### src/rtl/pc_fetch_ctrl.sv
// Fetch-stage controller for the 16-bit PC register.
// Drives the PC register's D input and write enable from the current PC,
// runs the instruction-memory handshake, and loads the IF/ID pipeline register.
//
//   state       | meaning
//   ------------+----------------------------------------------------------
//   RESET_LOAD  | first cycle after reset release, writes RESET_PC
//   FETCH       | fetch request active, accept on imem_ready
//   MISS_WAIT   | imem not ready, hold address and insert bubbles
//   HALT        | HALT accepted, fetch frozen until redirect or reset
module pc_fetch_ctrl #(
  parameter int              ADDR_W      = 16,
  parameter int              INSTR_W     = 16,
  parameter logic [15:0]     RESET_PC    = 16'h0000,
  parameter int              PC_INC      = 2,
  parameter logic [3:0]      HALT_OPCODE = 4'hF
) (
  input  logic               clk,
  input  logic               rst,
  input  logic [ADDR_W-1:0]  pc_q,
  output logic [ADDR_W-1:0]  pc_d,
  output logic               pc_we,
  output logic               imem_req,
  output logic [ADDR_W-1:0]  imem_addr,
  input  logic [INSTR_W-1:0] imem_rdata,
  input  logic               imem_ready,
  input  logic               stall,
  input  logic               br_taken,
  input  logic [ADDR_W-1:0]  br_target,
  output logic [INSTR_W-1:0] ifid_instr,
  output logic [ADDR_W-1:0]  ifid_pc_plus,
  output logic               ifid_valid,
  output logic               halted
);

  localparam logic [1:0] S_RESET_LOAD = 2'd0;
  localparam logic [1:0] S_FETCH      = 2'd1;
  localparam logic [1:0] S_MISS_WAIT  = 2'd2;
  localparam logic [1:0] S_HALT       = 2'd3;

  logic [1:0]         state_q, state_d;
  logic [INSTR_W-1:0] ifid_instr_q, ifid_instr_d;
  logic [ADDR_W-1:0]  ifid_pc_plus_q, ifid_pc_plus_d;
  logic               ifid_valid_q, ifid_valid_d;
  logic               halted_q, halted_d;
  logic [ADDR_W-1:0]  pc_inc;
  logic               is_halt;

  // Sequential PC wraps modulo 2^ADDR_W; the fetch address is always the live PC.
  assign pc_inc    = pc_q + ADDR_W'(PC_INC);
  assign is_halt   = (imem_rdata[INSTR_W-1 -: 4] == HALT_OPCODE);
  assign imem_addr = pc_q;

  // Next-state, PC write and IF/ID update selection; reset forces the PC-side outputs quiet.
  always_comb begin
    state_d        = state_q;
    pc_d           = pc_q;
    pc_we          = 1'b0;
    imem_req       = 1'b0;
    ifid_instr_d   = ifid_instr_q;
    ifid_pc_plus_d = ifid_pc_plus_q;
    ifid_valid_d   = ifid_valid_q;
    halted_d       = halted_q;
    case (state_q)
      S_RESET_LOAD: begin
        pc_d    = ADDR_W'(RESET_PC);
        pc_we   = 1'b1;
        state_d = S_FETCH;
      end
      S_FETCH, S_MISS_WAIT: begin
        imem_req = 1'b1;
        if (br_taken) begin
          pc_d         = br_target;
          pc_we        = 1'b1;
          ifid_valid_d = 1'b0;
          state_d      = S_FETCH;
        end else if (stall) begin
          // hold PC and IF/ID, stay in the current fetch state
        end else if (!imem_ready) begin
          ifid_valid_d = 1'b0;
          state_d      = S_MISS_WAIT;
        end else begin
          ifid_instr_d   = imem_rdata;
          ifid_pc_plus_d = pc_inc;
          ifid_valid_d   = 1'b1;
          if (is_halt) begin
            // PC is left pointing at the HALT so a restart re-fetches it
            halted_d = 1'b1;
            state_d  = S_HALT;
          end else begin
            pc_d    = pc_inc;
            pc_we   = 1'b1;
            state_d = S_FETCH;
          end
        end
      end
      S_HALT: begin
        if (br_taken) begin
          pc_d         = br_target;
          pc_we        = 1'b1;
          halted_d     = 1'b0;
          ifid_valid_d = 1'b0;
          state_d      = S_FETCH;
        end else if (!stall) begin
          ifid_valid_d = 1'b0;
        end
      end
      default: state_d = S_RESET_LOAD;
    endcase
    if (!rst) begin
      pc_d     = '0;
      pc_we    = 1'b0;
      imem_req = 1'b0;
    end
  end

  // State and IF/ID registers with synchronous active-low reset.
  always_ff @(posedge clk) begin
    if (!rst) begin
      state_q        <= S_RESET_LOAD;
      ifid_instr_q   <= '0;
      ifid_pc_plus_q <= '0;
      ifid_valid_q   <= 1'b0;
      halted_q       <= 1'b0;
    end else begin
      state_q        <= state_d;
      ifid_instr_q   <= ifid_instr_d;
      ifid_pc_plus_q <= ifid_pc_plus_d;
      ifid_valid_q   <= ifid_valid_d;
      halted_q       <= halted_d;
    end
  end

  assign ifid_instr   = ifid_instr_q;
  assign ifid_pc_plus = ifid_pc_plus_q;
  assign ifid_valid   = ifid_valid_q;
  assign halted       = halted_q;

endmodule

### config.mk
export PLATFORM = sky130hd
export DESIGN_NAME = pc_fetch_ctrl
export DESIGN_NICKNAME = d
export VERILOG_FILES = /design/src/rtl/pc_fetch_ctrl.sv
export SDC_FILE = /design/constraint.sdc
export NUM_CORES = 1
export LEC_CHECK = 0
export ABC_AREA = 1
export BUFFER_PORTS_ARGS = -buffer_cell sky130_fd_sc_hd__buf_2
export CORE_MARGIN = 3
export CORE_UTILIZATION = 41
export CTS_CLUSTER_SIZE = 40
export DETAILED_ROUTE_END_ITERATION = 12
export PLACE_DENSITY = 0.76
export SKIP_LAST_GASP = 1
export SLEW_MARGIN = 10
export SYNTH_ARGS = -nofsm -noshare
export SYNTH_HDL_FRONTEND = slang
export SYNTH_SLANG_ARGS = --single-unit
### constraint.sdc
create_clock -name clk -period 1.4 [get_ports clk]
set_input_delay 0.07 -clock clk [delete_from_list [all_inputs] [get_ports clk]]
set_output_delay 0.07 -clock clk [all_outputs]
set_load 0.02 [all_outputs]
==> results, run 1 <==
- For this run, asynchronously set or reset flops after synthesis account for 0%.
- After synthesis, the mean cell area works out to 6.578 µm².
- The share of post-route cells with drive strength above 1 is 57.74%.
- The most frequent cell on the critical path is sky130_fd_sc_hd__inv_2.
- The number of H-tree levels is 2.
- The arrival time reported for the critical path endpoint is 1.83 ns.
- Summed over all cells, the static leakage comes to 1.965 nW.
- The count of pins on the block boundary is 121.
- Static timing analysis puts the maximum clock frequency at 526.1 MHz.
- For the pin with the worst max-slew slack, the measured transition is 0.4205 ns.
- Ranked by total cell area, the synthesized netlist is headed by sky130_fd_sc_hd__dfxtp_1, sky130_fd_sc_hd__o21ai_0, sky130_fd_sc_hd__nor2_1, sky130_fd_sc_hd__a21oi_1, sky130_fd_sc_hd__nand2_1.
- The combinational cell fraction of total power is 35.7%.
- The tool flagged a number of max-cap violations equal to 0.
- The detailed placer's ending HPWL is 6610 µm.
- The post-detailed-route DRC marker count is 0.
- Across the routed clock network, the largest skew measured is 0.006690 ns.
- The cell type contributing the most total cell area after synthesis is sky130_fd_sc_hd__dfxtp_1.
- The global placer's final weighted congestion is 0.9386.
- Setup violations remaining at the end of the flow were counted as 54.
- The core region is 5335 µm².
- The clock network latency to the later pin of the worst-skew pair is 0.30 ns.
- The die outline width is 81.69 µm.
- The worst pin sits at a relative slew slack of 71.97%.
- The design draws 2.925 mW.
- For this run the aggregate overflow at the end of global routing stands at 0.
- Global routing used 28.89% of the available tracks across all layers.
- Walking the worst path, the cells encountered are inv_2 > ha_4 > buf_4 > nor2_4 > inv_2 > nand2_1 > inv_2 > o21ai_0 > a21oi_2 > buf_4.
- In this run, distinct cell masters in the synthesized netlist total 37.
- The average vias per placed instance is 5.343.
- STA classifies the critical path endpoint as a primary output.
- The net switching component of the power is 1.013 mW.
- The area added between synthesis and finish is 79.33%.
- Setup repair after global routing could not meet its margin everywhere.
- After the first detailed-routing iteration, the DRC count stood at 170.
- In this run, synthesis inferred 0 flip-flops with an integrated enable.
- For this run, the slowest stage of the critical path takes 0.33 ns.
- The internal power of the cells totals 1.912 mW.
- For this design, the CTS-stage hold fixing added 0 buffers.
- The clock tree root driver cell is sky130_fd_sc_hd__clkbuf_8.
- Synthesis produced a netlist with a net count of 413.
- The count of nets after finishing is 585.
- The initial core utilization is 44.02%.
- The critical setup path kind is reg -> out.
- The required arrival time at the worst endpoint is 1.33 ns.
- The synthesized netlist devotes 26.90% of its cell area to simple gates.
- For this design, the slowest cell found on the critical path is sky130_fd_sc_hd__dfxtp_2.
- The hold violation count in the final report is 0.
- The number of global-route vias before repair is 3,098.
- The number of clock sinks is 36.
- The final critical path takes up 135.8% of the cycle.
- The count of buffers from port buffering is 120.
- The antenna violation net count after detailed routing is 0.
- Clock-pin slew was measured on the worst setup and hold paths at 0.07 ns.
- The min-delay analysis places its worst path in the category in -> reg.
- The final layout contains routed wiring with a total length of 10,040 µm.
- STA classifies the critical path startpoint as a flop.
- Per report_power, the clock group accounts for 27.2% of the total.
- The routed via count is 3,206.
- In this run, CTS created clock tree buffers numbering 5.
- The site row count is 26.
- After layout, the worst setup slack is -0.5009 ns.
- Dividing the detail-routed wire length by the instance count gives 16.74 µm.
- Before antenna repair, the detailed router went through 5 iterations.
- The antenna diode count is 0.
- The final period demand of the worst path is 1.901 ns.
- Yosys printed 0 warnings.
- Per report_power, the sequential group accounts for 37.0% of the total.
- After synthesis the netlist holds a flip-flop and latch count of 36.
- The fraction of synthesized area in multiplexers is 0%.
- Summing the areas of all fa, ha and maj instances in the mapped netlist gives 1.598% of the synthesized area.
- Power spread over the standard cell area amounts to 694.6 nW/µm².
- The parity-gate share of the synthesized area counting xor and xnor cells is 2.238%.
- TritonCTS built the clock tree.
- IR analysis of the VDD net gives a maximum drop of 0.4996 mV.
- The height of the die is 81.69 µm.
- After routing the design area is 4212 µm².
- The placed standard-cell area is 3292 µm².
- The final reports fail on setup timing.
- The final-report max-slew violation count is 0.
- The main combinational cell family by area after synthesis is simple AND/OR/NAND/NOR gates.
- At the end of the flow the core is filled with cells to 78.94%.
- Sequential elements use 30.69% of the synthesized area.
- The area share of the leading cell type in the synthesized netlist is 30.69%.
- In this run the worst path has a maximum fanout of 4.
- Entering global routing, the biggest net connects 31 pins.
- Counting every instance in the synthesized netlist gives 357.
- The setup total negative slack is -19.46 ns.
- Summing the areas of all compound-gate instances in the mapped netlist gives 25.31% of the synthesized area.
- The die covers 6672 µm².
- The wire length of the first global-routing pass is 14,660 µm.
- After filler insertion, the fill cell instance count of the layout stands at 382.
- The run finished, with violations left.
- The prevailing post-synth register cell is sky130_fd_sc_hd__dfxtp_1.
- The mapped netlist covers 2349 µm².
- The number of antenna violations at the first check in global routing is 0.
- In this run the deepest clock path goes through 2 buffers.
- The net switching fraction of the power is 34.64%.
critical path, delay by kind of cell, from the launching register on:
| kind | cells | cell delay [ns] |
|---|---|---|
| AND/OR/NAND/NOR | 2 | 0.28 |
| adder cells (fa/ha/maj) | 1 | 0.25 |
| buffers and inverters | 5 | 0.49 |
| AO/OA/AOI/OAI | 2 | 0.18 |
| flip-flops | 1 | 0.33 |
through the flow:
stage	worst slack [ns]	hold WS, ns	instances
after global routing	-0.6066	0.03357	600
after CTS	-0.4944	0.01810	593
after detailed placement	-0.2076	0.3366	563
final	-0.5009	0.01331	600
after floorplan	-0.03060	0.1600	357
after global placement	-0.1509	0.3264	563
placed cells by master (no fill, tap or decap), types with 2 or more instances in the layout:
| cell type | n |
|---|---|
| sky130_fd_sc_hd__o21ai_0 | 18 |
| sky130_fd_sc_hd__clkinvlp_4 | 2 |
| sky130_fd_sc_hd__nor2_1 | 51 |
| sky130_fd_sc_hd__dfxtp_1 | 34 |
| sky130_fd_sc_hd__dfxtp_2 | 2 |
| sky130_fd_sc_hd__o21ai_2 | 23 |
| sky130_fd_sc_hd__inv_2 | 8 |
| sky130_fd_sc_hd__nor3_4 | 3 |
| sky130_fd_sc_hd__o21ai_1 | 17 |
| sky130_fd_sc_hd__ha_4 | 2 |
| sky130_fd_sc_hd__a21oi_4 | 3 |
| sky130_fd_sc_hd__nand2_4 | 3 |
| sky130_fd_sc_hd__o211ai_1 | 3 |
| sky130_fd_sc_hd__nand2_2 | 2 |
| sky130_fd_sc_hd__nand2_1 | 38 |
| sky130_fd_sc_hd__buf_2 | 102 |
| sky130_fd_sc_hd__a21oi_2 | 25 |
| sky130_fd_sc_hd__xor2_1 | 3 |
| sky130_fd_sc_hd__nand3_1 | 12 |
| sky130_fd_sc_hd__a211oi_2 | 2 |
| sky130_fd_sc_hd__a21oi_1 | 13 |
| sky130_fd_sc_hd__buf_16 | 4 |
| sky130_fd_sc_hd__nand4_1 | 7 |
| sky130_fd_sc_hd__inv_1 | 20 |
| sky130_fd_sc_hd__nand3_2 | 4 |
| sky130_fd_sc_hd__buf_6 | 18 |
| sky130_fd_sc_hd__buf_12 | 6 |
| sky130_fd_sc_hd__nor2_2 | 11 |
| sky130_fd_sc_hd__buf_8 | 2 |
| sky130_fd_sc_hd__buf_4 | 60 |
| sky130_fd_sc_hd__clkbuf_8 | 6 |
| sky130_fd_sc_hd__inv_4 | 3 |
| sky130_fd_sc_hd__xnor2_1 | 3 |
| sky130_fd_sc_hd__nor2_4 | 6 |
power groups by stage:
stage	registers, mW	logic [mW]	clock network, mW
after floorplan	1.15	0.400	0
after global placement	1.10	0.757	0
after detailed placement	1.10	0.767	0
after CTS	1.08	0.921	0.787
after global routing	1.09	1.11	0.827
final	1.08	1.05	0.796
path summary, 6_finish.rpt:
kind                               start                     endpoint  slack (ns)  depth (start not counted)
max              state_q[0]$_SDFFE_PN0P_                     pc_d[11]       -0.50                         10
min                        imem_rdata[4]   ifid_instr[4]$_SDFFE_PN0P_        0.01                          3
max reg2reg      state_q[0]$_SDFFE_PN0P_  ifid_instr[15]$_SDFFE_PN0P_       -0.38                         10
min reg2reg  ifid_instr[15]$_SDFFE_PN0P_  ifid_instr[15]$_SDFFE_PN0P_        0.47                          2
synthesized netlist by cell type, types with 2 or more instances:
| cell | count |
|---|---|
| sky130_fd_sc_hd__nor3_1 | 2 |
| sky130_fd_sc_hd__nand2_1 | 42 |
| sky130_fd_sc_hd__inv_1 | 27 |
| sky130_fd_sc_hd__o21ai_0 | 56 |
| sky130_fd_sc_hd__dfxtp_1 | 36 |
| sky130_fd_sc_hd__xor2_1 | 3 |
| sky130_fd_sc_hd__buf_4 | 17 |
| sky130_fd_sc_hd__a21oi_1 | 41 |
| sky130_fd_sc_hd__xnor2_1 | 3 |
| sky130_fd_sc_hd__nand3_1 | 14 |
| sky130_fd_sc_hd__buf_2 | 3 |
| sky130_fd_sc_hd__nand3_2 | 3 |
| sky130_fd_sc_hd__a211oi_1 | 2 |
| sky130_fd_sc_hd__inv_2 | 4 |
| sky130_fd_sc_hd__o211ai_1 | 3 |
| sky130_fd_sc_hd__clkbuf_1 | 8 |
| sky130_fd_sc_hd__nor2_1 | 61 |
| sky130_fd_sc_hd__ha_1 | 3 |
| sky130_fd_sc_hd__nor2_2 | 5 |
| sky130_fd_sc_hd__nand4_1 | 7 |
routing by layer:
layer / up-vias / GRT usage (%) / share of wire [%]
met2: 162 / 52.85 / 50
met1: 1478 / 32.10 / 38
met5: - / 0 / 0
met4: 0 / 12.46 / 3.2
met3: 31 / 6.031 / 8.2
li1: 1535 / - / -
kinds of logic after synthesis:
logic type               after synthesis
AND/OR/NAND/NOR                      139
AO/OA/AOI/OAI                        111
buffers and inverters                 62
flip-flops                            36
XOR/XNOR                               6
adder cells (fa/ha/maj)                3
cell type report:
cell class / count / area (µm²) / area share [%]
inverters: 32 / 141.4 / 3.357
multi-input cells: 260 / 1710 / 40.61
flip-flops and latches: 36 / 723.2 / 17.17
well taps: 70 / 87.58 / 2.080
clock buffers: 7 / 86.33 / 2.050
repair buffers: 193 / 1449 / 34.40
clock inverters: 1 / 7.507 / 0.1783
repair inverters: 1 / 6.256 / 0.1485
state kept, by name, summed over array words and instances (netlist names):
name,cells
halted,1
ifid_pc_plus,16
ifid_instr,16
ifid_valid,1
state_q,2
repair_timing:
action                                  4_1_cts  5_1_grt
pin swaps                                    14       29
hold endpoints to repair                      0        0
endpoints found under the setup margin       50       53
gates cloned                                  6        1
buffers inserted                             16        7
resized for setup                            93       77
(Power assumes the default switching activity.)
==> run 2: changes to the inputs <==
- PLACE_DENSITY: 0.76 -> 0.82
==> results, run 2 (synthesized netlist as in run 1, its figures left out) <==
- The run finished, with violations left.
- The checks that failed: setup timing.
- In the final layout, flip-flops and latches occupy 723.2 µm².
- The min-delay analysis places its worst path in the category in -> reg.
- The number of antenna violations at the first check in global routing is 0.
- The worst setup path is launched from a flop.
- The pin count of the biggest net entering global routing is 31.
- The critical path in this run is classified as reg -> out.
- The layout filler cell count is 313.
- The placed instances occupy a cell area of 3314 µm².
- The count of buffers from port buffering is 120.
- The routed length per placed instance is 19.88 µm.
- The first detailed-routing pass ran for 5 iterations.
- TritonCTS built the clock tree.
- Clock tree synthesis inserted a total of 5 buffers.
- The floorplan step defined a core boundary enclosing 5335 µm².
- Headroom to the max-slew limit came out at 64.61%.
- The peak ir drop on the vdd network is 0.5641 mV.
- Setup repair after global routing could not meet its margin everywhere.
- The clock arrives with 0.01226 ns of skew.
- The actual transition at the worst max-transition pin is 0.5309 ns.
- The tree built by TritonCTS fans out to 36 sinks.
- The clock transition at the registers of the reported paths is 0.08 ns.
- The final period utilization is 139.2%.
- The power per cell area is 677.6 nW/µm².
- The number of global-route vias before repair came to 3,261.
- The count of nets after finishing is 586.
- The total overflow left after global routing is 0.
- Before CTS, the worst setup slack after placement is -0.1672 ns.
- The HPWL after detailed placement is 6575 µm.
- The floorplan step defined a die boundary enclosing 6672 µm².
- Summed over all layers, the routed wires come to 11,950 µm.
- The initial core utilization is 44.02%.
- Across the run, the number of max-cap violations was 0.
- The commonest non-fill, non-tap cell in the layout is sky130_fd_sc_hd__buf_2.
- The highest clock frequency the design can meet is 513.1 MHz.
- The wire length of the first global-routing pass is 15,870 µm.
- Across all setup checks in the final design, the least slack found is -0.5491 ns.
- The count of pins on the block boundary is 121.
- For this block, the initial DRC count from the detailed router was 276.
- The final-report max-slew violation count is 0.
- The minimum hold slack is 0.03072 ns.
- The antenna diode count is 0.
- The finished cells cover 4434 µm².
- The number of endpoints failing setup at the final stage is 53.
- Data arrives at the worst endpoint at 1.88 ns.
- The area added between synthesis and finish is 88.81%.
- The routed layout has 3,483 vias.
- STA puts the critical path data required time at 1.33 ns.
- The share of post-route cells with drive strength above 1 is 63.28%.
- The multi-input gate area in the final layout is 1896 µm².
- The number of H-tree levels is 2.
- Dividing the detail-routed via count by the number of cells gives 5.795.
- For this run, design rule violations remaining after detail routing come to 0.
- Counting tap cells, the placed design contains a total of 566 instances.
- The leakage power is 2.033 nW.
- The hold violation count in the final report came to 0.
- The height of the die is 81.69 µm.
- The global-route usage over all layers is 31.36%.
- The worst path in the final design needs a cycle of 1.949 ns, including I/O delays and setup.
- The clock tree root driver cell is sky130_fd_sc_hd__clkbuf_8.
- The count of placed standard cells in the final layout, fillers left out is 601.
- Clock latency on the worst-skew pair, taken at its later pin, is 0.29 ns.
- In this run the core area contains 26 standard-cell rows.
- At the end of routability-driven placement, the weighted congestion stood at 1.002.
- The count of nets left with antenna violations once routing finished came out at 0.
- Leaving out fill and tap cells, the most frequent cells in the layout are sky130_fd_sc_hd__buf_2, sky130_fd_sc_hd__buf_4, sky130_fd_sc_hd__nor2_1.
- The critical path endpoint category is a primary output.
- Measured along the x axis, the die boundary spans 81.69 µm.
- The highest net fanout along the worst path is 4.
- After layout, the design draws a total of 3.005 mW.
- The clock passes through at most 2 buffers.
- The number of hold buffers added after CTS was 0.
-- run 2: power by group --
| group | total (mW) | internal [mW] | switching (mW) |
|---|---|---|---|
| Combinational | 1.12 | 0.471 | 0.654 |
| Sequential | 1.10 | 1.06 | 0.0327 |
| Clock | 0.785 | 0.393 | 0.392 |
| Total | 3.00 | 1.93 | 1.08 |
-- run 2: worst max-delay path, stage by stage (launching register included) --
cell                       delay (ns)
sky130_fd_sc_hd__dfxtp_2         0.36
sky130_fd_sc_hd__inv_2           0.05
sky130_fd_sc_hd__ha_4            0.32
sky130_fd_sc_hd__nor2_4          0.06
sky130_fd_sc_hd__nor2_4          0.17
sky130_fd_sc_hd__buf_6           0.12
sky130_fd_sc_hd__o211ai_1        0.15
sky130_fd_sc_hd__nor2_2          0.19
sky130_fd_sc_hd__buf_6           0.14
-- run 2: metal layers --
layer | track usage [%] | routed length (µm)
met1 | 34.47 | 4094
met2 | 56.60 | 5797
met3 | 7.346 | 1217
met4 | 14.78 | 839
met5 | 0 | 0
-- run 2: path summary, 6_finish.rpt --
path / cells after the start / end / slack [ns] / from
setup / recovery: 8 / pc_d[3] / -0.55 / state_q[1]$_SDFFE_PN0P_
hold / removal: 3 / ifid_instr[3]$_SDFFE_PN0P_ / 0.03 / imem_rdata[3]
setup reg to reg: 11 / ifid_pc_plus[4]$_SDFFE_PN0P_ / -0.53 / state_q[0]$_SDFFE_PN0P_
hold reg to reg: 2 / ifid_pc_plus[5]$_SDFFE_PN0P_ / 0.49 / ifid_pc_plus[5]$_SDFFE_PN0P_
-- run 2: repair_timing --
action                     4_1_cts  5_1_grt
gates cloned                     7        3
setup buffers                   16       13
gates resized for setup        128      108
setup endpoints to repair       53       53
pin swaps                       24       39
-- run 2: area by class of cell --
cell class | instances | area share (%)
Tap cell | 70 | 1.975
Timing Repair inverter | 1 | 0.3668
Clock inverter | 2 | 0.2257
Clock buffer | 6 | 1.862
Timing Repair Buffer | 194 | 33.30
Multi-Input combinational cell | 260 | 42.75
Inverter | 32 | 3.217
Sequential cell | 36 | 16.31
-- run 2: stage by stage --
step	util, %	TNS [ns]
after global routing	83.11	-24.13
after CTS	76.55	-17.86
final	83.11	-22.12
after detailed placement	62.12	-5.623
after global placement	62.12	-3.791
after floorplan	-	-0.03867
==> run 3: changes to the inputs <==
- GPL_TIMING_DRIVEN: default -> 0
==> results, run 3 (synthesized netlist as in run 1, its figures left out) <==
- The routed via count is 3,062.
- The count of routing violations after the opening detailed-route iteration is 149.
- The first global-routing pass estimated 13,190 µm of wire.
- The antenna diode count is 0.
- The total CTS buffers is 5.
- The height of the die is 81.69 µm.
- The hold violation count in the final report was 0.
- The number of cells on the worst reg-to-reg path is 8.
- The tree built by TritonCTS fans out to 36 sinks.
- The combinational cell fraction of total power is 33.4%.
- By startpoint and endpoint, the worst setup path is classified as reg -> out.
- The area of the die is 6672 µm².
- The total chip power is 2.668 mW.
- The global-route usage over all layers is 25.63%.
- The checks that failed: setup timing.
- The highest layer touched by signal routing is met4.
- The number of antenna violations at the first check in global routing is 0.
- In this run the deepest clock path goes through 2 buffers.
- The worst path uses 137.9% of the clock period.
- The setup total negative slack is -15.51 ns.
- The commonest non-fill, non-tap cell in the layout is sky130_fd_sc_hd__buf_2.
- The number of search-and-repair iterations in the first detailed-routing pass is 4.
- Using the TritonRoute via totals, the vias-per-cell ratio works out to 5.252.
- The category of the worst setup path launch point is a flop.
- Counting instances, the worst hold path has a depth of 3.
- The net switching fraction of the power is 33.77%.
- The worst-case headroom to the max-slew limit is 65.00%.
- The share of total power in sequential cells is 40.5%.
- At the worst endpoint, the required time is 1.33 ns.
- The clock transition at the registers of the reported paths is 0.07 ns.
- The library cells used most frequently in the layout, excluding fill and tap cells, are sky130_fd_sc_hd__buf_2, sky130_fd_sc_hd__nor2_1, sky130_fd_sc_hd__buf_4.
- The area added between synthesis and finish is 57.96%.
- The routed length on met1 is 3453 µm.
- The overall overflow remaining after global route is 0.
- The total of max-cap violations is 0.
- The endpoint identified for the worst register-to-register timing path is state_q[1]$_SDFFE_PN0P_.
- Once the floorplan was initialized, standard cells occupied 44.02% of the core.
- The clock network burns 26.1% of the power.
- The number of hold buffers added after cts is 0.
- The smallest setup slack after layout is -0.5310 ns.
- The end of the worst hold path is ifid_instr[3]$_SDFFE_PN0P_.
- The area of the placeable core is 5335 µm².
- The cell-internal power is 1.767 mW.
- In the final layout, the share of cells above drive strength 1 is 46.39%.
- The routed length per placed instance is 15.11 µm.
- The worst register-to-register path begins at state_q[1]$_SDFFE_PN0P_.
- The peak ir drop on the vdd network is 0.4152 mV.
- The post-detailed-route DRC marker count is 0.
- The number of H-tree levels is 2.
- TritonCTS built the clock tree.
- The power per cell area is 719.3 nW/µm².
- The flow ran to the end, but the final reports show violations.
- At the end of routability-driven placement, the weighted congestion stood at 0.9383.
- The final period demand of the worst path is 1.931 ns.
- The final layout contains routed wiring with a total length of 8810 µm.
- The clock tree root driver cell is sky130_fd_sc_hd__clkbuf_8.
- Between clock sinks in the finished design, the worst skew comes to 0.005406 ns.
- The die outline width is 81.69 µm.
- Setup repair after global routing could not meet its margin everywhere.
- The count of nets left with antenna violations once routing finished came out at 0.
- Data arrives at the worst endpoint at 1.86 ns.
- The path class of the lowest-slack min-delay path is in -> reg.
- For flop-to-flop paths, the worst setup slack is -0.28 ns.
- The number of global-route vias before repair is 2,815.
- The routed design uses 913 µm of met3 wire.
- In this run the most critical hold path is launched from imem_rdata[3].
- 121 I/O pins were placed.
- In this run the worst setup path begins at state_q[1]$_SDFFE_PN0P_.
- The site row count is 26.
- The count of buffers from port buffering is 119.
- The final-report max-slew violation count came to 0.
- Setup violations remaining at the end of the flow were counted as 52.
- The actual transition at the worst max-transition pin is 0.5230 ns.
- STA classifies the critical path endpoint as a primary output.
- For this run, the number of standard cells in the final layout without fillers is 583.
- The pin count of the biggest net entering global routing is 11.
- The detailed placer's ending HPWL is 6214 µm.
- The highest net fanout along the worst path is 4.
- The layout filler cell count is 462.
- The number of placed instances, taps included is 546.
- The met2 wire length is 4175 µm.
- The leakage power is 1.758 nW.
- In the final design database the tool counted 569 nets.
- The clock network latency to the later pin of the worst-skew pair is 0.29 ns.
- The highest clock frequency the design can meet is 517.9 MHz.
- The analysis attributes to net switching a power of 901.2 µW.
- The minimum hold slack is 0.02505 ns.
==> run 3: cell types whose count changed in the layout (fill, tap and decap cells not counted), moves of 5 or more <==
cell                       before  now
sky130_fd_sc_hd__nor2_1        38   58
sky130_fd_sc_hd__buf_6         30   16
sky130_fd_sc_hd__nand2_1       36   41
sky130_fd_sc_hd__o21ai_2       26    3
sky130_fd_sc_hd__clkbuf_1       0    7
sky130_fd_sc_hd__o21ai_4        5    0
sky130_fd_sc_hd__a21oi_2       27   15
sky130_fd_sc_hd__nor2_4        18    5
sky130_fd_sc_hd__o21ai_0       16   43
sky130_fd_sc_hd__a21oi_1       12   25
sky130_fd_sc_hd__nor2_2        12    5
sky130_fd_sc_hd__buf_12         8    1
==> run 3: per-layer routing <==
| layer | vias to the layer above | track usage, % |
|---|---|---|
| met3 | 29 | 6.798 |
| met2 | 164 | 43.73 |
| met4 | 0 | 9.635 |
| met1 | 1378 | 30.74 |
| met5 | - | 0 |
| li1 | 1491 | - |
==> run 3: worst max path at each step <==
stage,endpoint,slack [ns],cells after the start
after floorplan,pc_d[7],-0.03,8
after detailed placement,pc_d[1],-0.41,9
final,pc_d[3],-0.53,8
after global routing,pc_d[6],-0.61,8
after CTS,pc_d[7],-0.51,9
after global placement,pc_d[1],-0.38,9
==> run 3: area by class of cell <==
type / count / area [µm²] / area share (%)
clock inverter: 1 / 5.005 / 0.1349
inverter: 32 / 138.9 / 3.744
multi-input combinational: 260 / 1521 / 41.01
timing repair buffer: 148 / 930.9 / 25.09
sequential: 36 / 723.2 / 19.49
buffer: 30 / 230.2 / 6.206
clock buffer: 6 / 72.57 / 1.956
tap: 70 / 87.58 / 2.361
==> run 3: through the flow <==
step	util [%]	setup WS [ns]	cell area, µm²
floorplan	-	-0.03060	2437
global placement	58.49	-0.3812	3120
detailed placement	58.49	-0.4138	3120
CTS	66.98	-0.5057	3573
global route	69.54	-0.6071	3710
finish	69.54	-0.5310	3710
==> run 3: repair_timing <==
action | CTS | global route
endpoints found under the setup margin | 51 | 52
pin swaps | 19 | 12
gates resized for setup | 72 | 23
setup buffers | 16 | 9
gates cloned | 5 | 0
==> run 3: worst max-delay path, cell delays in order, from the launching register on <==
cell	delay (ns)
sky130_fd_sc_hd__dfxtp_2	0.35
sky130_fd_sc_hd__inv_2	0.04
sky130_fd_sc_hd__ha_4	0.31
sky130_fd_sc_hd__clkinvlp_4	0.17
sky130_fd_sc_hd__buf_12	0.17
sky130_fd_sc_hd__nor2_4	0.14
sky130_fd_sc_hd__a211oi_1	0.11
sky130_fd_sc_hd__nor2_2	0.12
sky130_fd_sc_hd__buf_4	0.15
==> run 3: power groups by stage <==
stage	sequential [mW]	combinational, mW	clock (mW)
finish	1.08	0.892	0.696
global route	1.08	0.957	0.752
floorplan	1.15	0.400	0
detailed placement	1.10	0.708	0
global placement	1.10	0.700	0
CTS	1.08	0.830	0.699
